### src/rtl/y86_pkg.sv
// rtl/y86_pkg.sv - Y86 icode, register id and default width constants
package y86_pkg;

  localparam int DATA_W_DEF   = 64;
  localparam int NUM_REGS_DEF = 15;
  localparam int REG_ID_W_DEF = 4;

  localparam logic [3:0] IHALT   = 4'h0;
  localparam logic [3:0] INOP    = 4'h1;
  localparam logic [3:0] IRRMOVQ = 4'h2;
  localparam logic [3:0] IIRMOVQ = 4'h3;
  localparam logic [3:0] IRMMOVQ = 4'h4;
  localparam logic [3:0] IMRMOVQ = 4'h5;
  localparam logic [3:0] IOPQ    = 4'h6;
  localparam logic [3:0] IJXX    = 4'h7;
  localparam logic [3:0] ICALL   = 4'h8;
  localparam logic [3:0] IRET    = 4'h9;
  localparam logic [3:0] IPUSHQ  = 4'hA;
  localparam logic [3:0] IPOPQ   = 4'hB;

  localparam logic [3:0] RRAX  = 4'h0;
  localparam logic [3:0] RRCX  = 4'h1;
  localparam logic [3:0] RRDX  = 4'h2;
  localparam logic [3:0] RRBX  = 4'h3;
  localparam logic [3:0] RSP   = 4'h4;
  localparam logic [3:0] RRBP  = 4'h5;
  localparam logic [3:0] RNONE = 4'hF;

endpackage

### src/rtl/y86_regfile.sv
// rtl/y86_regfile.sv - register file, two write ports (M wins), two bypassed reads
// Optional committed-state debug read port under DECODE_WB_DBG_PORT_EN.
module y86_regfile #(
  parameter int DATA_W   = 64,
  parameter int NUM_REGS = 15,
  parameter int REG_ID_W = 4
) (
  input  logic                clk_i,
  input  logic                rst_i,
  input  logic [REG_ID_W-1:0] w_dstE_i,
  input  logic [DATA_W-1:0]   w_valE_i,
  input  logic [REG_ID_W-1:0] w_dstM_i,
  input  logic [DATA_W-1:0]   w_valM_i,
  input  logic [REG_ID_W-1:0] srcA_i,
  input  logic [REG_ID_W-1:0] srcB_i,
`ifdef DECODE_WB_DBG_PORT_EN
  input  logic [REG_ID_W-1:0] dbg_raddr_i,
  output logic [DATA_W-1:0]   dbg_rdata_o,
`endif
  output logic [DATA_W-1:0]   valA_o,
  output logic [DATA_W-1:0]   valB_o
);

  localparam logic [REG_ID_W-1:0] RNONE_ID    = {REG_ID_W{1'b1}};
  localparam logic [REG_ID_W:0]   NUM_REGS_ID = (REG_ID_W+1)'(NUM_REGS);

  logic [DATA_W-1:0] regs_q [NUM_REGS];
  logic [DATA_W-1:0] regs_d [NUM_REGS];
  logic [DATA_W-1:0] commit_a;
  logic [DATA_W-1:0] commit_b;
  logic              a_ok;
  logic              b_ok;

  // RNONE and out-of-range ids never match a loop index, so they write nothing.
  always_comb begin
    for (int i = 0; i < NUM_REGS; i++) begin
      regs_d[i] = regs_q[i];
      if (w_dstM_i == REG_ID_W'(i)) begin
        regs_d[i] = w_valM_i;
      end else if (w_dstE_i == REG_ID_W'(i)) begin
        regs_d[i] = w_valE_i;
      end
    end
  end

  always_ff @(posedge clk_i or posedge rst_i) begin
    if (rst_i) begin
      for (int i = 0; i < NUM_REGS; i++) begin
        regs_q[i] <= '0;
      end
    end else begin
      for (int i = 0; i < NUM_REGS; i++) begin
        regs_q[i] <= regs_d[i];
      end
    end
  end

  always_comb begin
    commit_a = '0;
    commit_b = '0;
    for (int i = 0; i < NUM_REGS; i++) begin
      if (srcA_i == REG_ID_W'(i)) commit_a = regs_q[i];
      if (srcB_i == REG_ID_W'(i)) commit_b = regs_q[i];
    end
  end

  assign a_ok = (srcA_i != RNONE_ID) && ({1'b0, srcA_i} < NUM_REGS_ID);
  assign b_ok = (srcB_i != RNONE_ID) && ({1'b0, srcB_i} < NUM_REGS_ID);

  // Bypass the value being written this cycle; the M port has priority.
  assign valA_o = !a_ok                ? '0 :
                  (srcA_i == w_dstM_i) ? w_valM_i :
                  (srcA_i == w_dstE_i) ? w_valE_i : commit_a;
  assign valB_o = !b_ok                ? '0 :
                  (srcB_i == w_dstM_i) ? w_valM_i :
                  (srcB_i == w_dstE_i) ? w_valE_i : commit_b;

`ifdef DECODE_WB_DBG_PORT_EN
  always_comb begin
    dbg_rdata_o = '0;
    for (int i = 0; i < NUM_REGS; i++) begin
      if (dbg_raddr_i == REG_ID_W'(i)) dbg_rdata_o = regs_q[i];
    end
  end
`endif

endmodule

### src/rtl/decode_wb_pipe.sv
// rtl/decode_wb_pipe.sv - W pipeline register with cmov gating plus bypassed register file
// Optional debug read port under DECODE_WB_DBG_PORT_EN.
module decode_wb_pipe
  import y86_pkg::*;
#(
  parameter int DATA_W   = DATA_W_DEF,
  parameter int NUM_REGS = NUM_REGS_DEF,
  parameter int REG_ID_W = REG_ID_W_DEF
) (
  input  logic                clk_i,
  input  logic                rst_i,
  input  logic                stall_w_i,
  input  logic                bubble_w_i,
  input  logic [3:0]          m_icode_i,
  input  logic                m_cnd_i,
  input  logic [REG_ID_W-1:0] m_dstE_i,
  input  logic [REG_ID_W-1:0] m_dstM_i,
  input  logic [DATA_W-1:0]   m_valE_i,
  input  logic [DATA_W-1:0]   m_valM_i,
  input  logic [REG_ID_W-1:0] d_srcA_i,
  input  logic [REG_ID_W-1:0] d_srcB_i,
`ifdef DECODE_WB_DBG_PORT_EN
  input  logic [REG_ID_W-1:0] dbg_raddr_i,
  output logic [DATA_W-1:0]   dbg_rdata_o,
`endif
  output logic [DATA_W-1:0]   d_valA_o,
  output logic [DATA_W-1:0]   d_valB_o,
  output logic [3:0]          w_icode_o,
  output logic [REG_ID_W-1:0] w_dstE_o,
  output logic [DATA_W-1:0]   w_valE_o,
  output logic [REG_ID_W-1:0] w_dstM_o,
  output logic [DATA_W-1:0]   w_valM_o
);

  localparam logic [REG_ID_W-1:0] RNONE_ID = {REG_ID_W{1'b1}};

  logic [3:0]          w_icode_q, w_icode_d;
  logic [REG_ID_W-1:0] w_dstE_q,  w_dstE_d;
  logic [DATA_W-1:0]   w_valE_q,  w_valE_d;
  logic [REG_ID_W-1:0] w_dstM_q,  w_dstM_d;
  logic [DATA_W-1:0]   w_valM_q,  w_valM_d;

  // Stall beats bubble; a not-taken cmov loses its E destination.
  always_comb begin
    w_icode_d = w_icode_q;
    w_dstE_d  = w_dstE_q;
    w_valE_d  = w_valE_q;
    w_dstM_d  = w_dstM_q;
    w_valM_d  = w_valM_q;
    if (!stall_w_i) begin
      if (bubble_w_i) begin
        w_icode_d = INOP;
        w_dstE_d  = RNONE_ID;
        w_valE_d  = '0;
        w_dstM_d  = RNONE_ID;
        w_valM_d  = '0;
      end else begin
        w_icode_d = m_icode_i;
        w_dstE_d  = (m_icode_i == IRRMOVQ && !m_cnd_i) ? RNONE_ID : m_dstE_i;
        w_valE_d  = m_valE_i;
        w_dstM_d  = m_dstM_i;
        w_valM_d  = m_valM_i;
      end
    end
  end

  always_ff @(posedge clk_i or posedge rst_i) begin
    if (rst_i) begin
      w_icode_q <= INOP;
      w_dstE_q  <= RNONE_ID;
      w_valE_q  <= '0;
      w_dstM_q  <= RNONE_ID;
      w_valM_q  <= '0;
    end else begin
      w_icode_q <= w_icode_d;
      w_dstE_q  <= w_dstE_d;
      w_valE_q  <= w_valE_d;
      w_dstM_q  <= w_dstM_d;
      w_valM_q  <= w_valM_d;
    end
  end

  assign w_icode_o = w_icode_q;
  assign w_dstE_o  = w_dstE_q;
  assign w_valE_o  = w_valE_q;
  assign w_dstM_o  = w_dstM_q;
  assign w_valM_o  = w_valM_q;

  y86_regfile #(
    .DATA_W   (DATA_W),
    .NUM_REGS (NUM_REGS),
    .REG_ID_W (REG_ID_W)
  ) u_regfile (
    .clk_i       (clk_i),
    .rst_i       (rst_i),
    .w_dstE_i    (w_dstE_q),
    .w_valE_i    (w_valE_q),
    .w_dstM_i    (w_dstM_q),
    .w_valM_i    (w_valM_q),
    .srcA_i      (d_srcA_i),
    .srcB_i      (d_srcB_i),
`ifdef DECODE_WB_DBG_PORT_EN
    .dbg_raddr_i (dbg_raddr_i),
    .dbg_rdata_o (dbg_rdata_o),
`endif
    .valA_o      (d_valA_o),
    .valB_o      (d_valB_o)
  );

endmodule

### config.mk
export PLATFORM = sky130hd
export DESIGN_NAME = decode_wb_pipe
export DESIGN_NICKNAME = d
export VERILOG_FILES = /design/src/rtl/y86_pkg.sv /design/src/rtl/y86_regfile.sv /design/src/rtl/decode_wb_pipe.sv
export SDC_FILE = /design/constraint.sdc
export NUM_CORES = 2
export LEC_CHECK = 0
export ABC_AREA = 1
export BUFFER_PORTS_ARGS = -buffer_cell sky130_fd_sc_hd__buf_2
export CORE_AREA = 2 2 471 473
export CTS_CLUSTER_DIAMETER = 150
export DETAILED_ROUTE_END_ITERATION = 7
export DIE_AREA = 0 0 473 475
export PLACE_DENSITY = 0.51
export SYNTH_ARGS = -nofsm -noshare
export SYNTH_HDL_FRONTEND = slang
export SYNTH_SLANG_ARGS = --single-unit
### constraint.sdc
create_clock -name clk_i -period 66.3 [get_ports clk_i]
set_input_delay 0 -clock clk_i [delete_from_list [all_inputs] [get_ports clk_i]]
set_output_delay 0 -clock clk_i [all_outputs]
set_load 0.02 [all_outputs]
==> summary.md <==
| Metric | Value |
|---|---|
| Vias per cell | 5.929 |
| Number of enable flip-flop cells after synthesis | 0 |
| Routed length on met2 | approximately 160 mm |
| Initial antenna violation count | 22 |
| CP Cell Sequence | dlygate4sd3_1 -> buf_2 -> dlygate4sd3_1 -> inv_8 -> buf_4 -> buf_4 -> buf_12 -> buf_4 |
| RSZ-0062 raised after global routing | false |
| CP startpoint kind | primary input |
| Nets | roughly 10000 |
| WS Path Type | primary input to async pin |
| Worst R2R Path Depth | 10 |
| Max IR drop VDD | 0.00002012 V |
| Data required time of the worst path | about 67 ns |
| First-pass DRT Iterations | 8 |
| Routed wl met3 | roughly 56 mm |
| Sink Count | between 1000 and 1500 |
| Worst-Skew Late Latency | slightly above 0.8 ns |
| Standard-cell rows | 172 |
| Hold Vio Cnt, Final | 0 |
| Slowest cell on crit path | buf_4 |
| Pre-CTS setup slack | between 60 and 70 ns |
| Failing checks | design-rule violations |
| Syn Area/Cell | 6.728 sq um |
| Final RePlAce weighted congestion | 0.9619 |
| Largest net degree at the start of global routing | between 150 and 200 |
| Starting Density | 0.3095 |
| Slowest stage delay, CP | roughly 0.96 ns |
| Fmax | ~210 MHz |
| Post-synthesis sequential area ratio | 0.4061 |
| Crit path DAT | 5.41 ns |
| CTS buffer count | approximately 140 |
| Setup TNS | 0 ns |
| CP top delay family | buffers and inverters |
| Clock skew | around 0.035 ns |
| Status | finished, violations left |
| Ys async rst share | 1.000 |
| H-tree levels | 4 |
| Layout overhead on the synthesized area | 15.78% |
| Max Transition Viols Final | 0 |
| Syn nets | ~10000 |
| Worst setup EP type | async pin |
| Remaining Overflow, GRT | 0 |
| Cell count after synthesis | around 10000 |
| PD cells | 32.02 nW/um^2 |
| CTS resizes | 0 |
| DIE AREA | 224700 sq um |
| Static leakage | roughly 0.035 uW |
| Drt initial violations | around 12000 |
| GRT Util Overall | 0.3379 |
| Worst Hold End | w_icode_o[1]$_DFFE_PP0N_ |
| # fillers | ~23000 |
| Routed len/inst | around 30 microns |
| Setup WS post-layout | approximately 62 ns |
| Synthesized flop and latch total | between 1000 and 1500 |
| Root Driver | clkbuf_16 |
| Port Buffers | between 400 and 500 |
| Max Cap Viol | 0 |
| CP most frequent cell | buf_4 |
| Ys Warns | 0 |
| Core ar. | ~220000 sq um |
| DP HPWL | 250.7 mm |
| Routed vias | about 78000 |
| Max-slew headroom | 0.1297 |
| DRT Wirelength | ~400 mm |
| Highest metal used | met5 |
| Final worst-path cycle share | 0.07041 |
| Minimum clock period | between 4 and 5 ns |
| Clk buf depth | 3 |
| Final setup viols | 0 |
| DRT antenna net count | 0 |
| First-pass GRT wire length | between 500 and 600 mm |
| End of the worst register-to-register path | u_regfile.regs_q[917]$_DFFE_PP0P_ |
| # IOs | 421 |
| Yosys top cell area share | 0.4026 |
| CP bufs+invs | 8 |
| Post-CTS Setup Bufs | 0 |
| DP Area | about 71000 sq um |
| Crit-path max FO | around 150 |
| Area of the mapped netlist | between 60000 and 70000 sq um |
| R2r setup slk | 62.19 ns |
| Least-Margin Pin Slew | between 1 and 1.5 ns |
| WHS Path Cells | 4 |
| Hold crit path type | primary input to flop |
| WL met1 | around 160 mm |
| Most numerous cell in the Yosys netlist | o21ai_0 |
| Post-synth top cells | o21ai_0 (2284), nand2_1 (2172), dfrtp_1 (1091), inv_1 (1029), nor2_1 (797) |
| Post-synth top flop | dfrtp_1 |
| Worst-path clk slew | ~0.06 ns |
| Finished Cell Area | 78510 sq um |
| R2R Path Start | w_dstM_o[0]$_DFFE_PP1N_ |
| Synth cell types | 40 |
| Share of cells above drive strength 1 | 0.09590 |
| Top post-synthesis cells by area | dfrtp_1 (40%), o21ai_0 (17%), nand2_1 (12%) |
| Clock tree from TritonCTS | yes |
| Number of remaining DRC errors | 2 |
| Die height | between 400 and 500 microns |
| Yosys top cell by area | dfrtp_1 |
| Min-delay src | m_icode_i[1] |
| Die X | 473 microns |
| Vias in the first global route | ~70000 |
[where the power goes]
group	internal, uW	switching, uW
clock network	433	331
registers	883	169
logic	195	503
total	1510	1000
[flip-flops by register name (all words and copies together) (netlist names)]
| name | cells |
|---|---|
| u_regfile.regs_q | 960 |
| w_dstE_o | 4 |
| w_dstM_o | 4 |
| w_icode_o | 4 |
| w_valE_o | 64 |
| w_valM_o | 64 |
[layout make-up]
| type | instances | area (sq um) | share of cell area |
|---|---|---|---|
| flip-flops and latches | 1100 | 27540 | 0.3508 |
| well taps | 2871 | 3592 | 0.04576 |
| inverters | 1090 | 4156 | 0.05294 |
| multi-input cells | 6988 | 32660 | 0.4159 |
| clock inverters | 37 | 319.1 | 0.004064 |
| diodes | 15 | 37.54 | 0.0004781 |
| repair buffers | 870 | 6181 | 0.07873 |
| clock buffers | 197 | 4029 | 0.05132 |
[cells in the final DEF (no fill, tap or decap), types with 9 or more instances in the layout]
cell type      count
nand2_1         2170
o21ai_0         2284
clkinv_2          37
nor2_1           772
clkbuf_16        141
dfrtp_1         1091
dfstp_2            9
nand3_1          356
buf_2            420
dlygate4sd3_1    270
clkbuf_1          27
inv_2             45
inv_4             10
a21oi_1          720
nor2_2            15
clkbuf_8          29
nand2_2           12
o211ai_1          45
nand4_1          310
o21ai_1          114
o22ai_1           16
buf_4            178
nor2_4            45
o221ai_1          71
inv_1           1011
diode_2           15
[what timing repair did]
action / in CTS / in global routing
hold buffers: 270 / 0
endpoints found under the hold margin: 231 / 0
endpoints found under the setup margin: 0 / 0
[per-layer routing]
| metal | vias up | global-route usage |
|---|---|---|
| met5 | - | 0 |
| li1 | 33220 | - |
| met2 | 6033 | 0.4694 |
| met3 | 935 | 0.1156 |
| met4 | 6 | 0.1615 |
| met1 | 37890 | 0.4642 |
[tightest hold or removal path, cell delays in order]
cell and delay [ns]:
dlygate4sd3_1 0.53, buf_2 0.17, nand3_1 0.10, nand2_1 0.05
[worst max path at each step]
stage	startpoint	cells past startpoint	slack (ns)	endpoint
finish	rst_i	8	61.63	u_regfile.regs_q[67]$_DFFE_PP0P_
global route	rst_i	8	61.13	u_regfile.regs_q[127]$_DFFE_PP0P_
floorplan	rst_i	1	35.34	u_regfile.regs_q[0]$_DFFE_PP0P_
detailed placement	rst_i	6	61.94	u_regfile.regs_q[0]$_DFFE_PP0P_
global placement	rst_i	6	61.91	u_regfile.regs_q[277]$_DFFE_PP0P_
CTS	rst_i	8	61.62	u_regfile.regs_q[67]$_DFFE_PP0P_
[cells by family after synthesis]
| kind of cell | share of synthesized area |
|---|---|
| xor+xnor | 0.001550 |
| buf+inv | 0.1159 |
| compound gates | 0.2475 |
| simple gates | 0.2290 |
| flops | 0.4061 |
[per-stage QoR]
step / power [uW] / std cells / hold slack [ns] / utilization
after floorplan: 1414 / 10080 / 0.1323 / -
after global placement: 1691 / 12650 / 0.1615 / 0.3260
after detailed placement: 1707 / 12650 / 0.1595 / 0.3260
after CTS: 2479 / 13150 / 0.02305 / 0.3582
after global routing: 2617 / 13150 / 0.07122 / 0.3582
final: 2514 / 13170 / 0.07356 / 0.3584
Note: power is estimated with default switching activity, not from simulation.
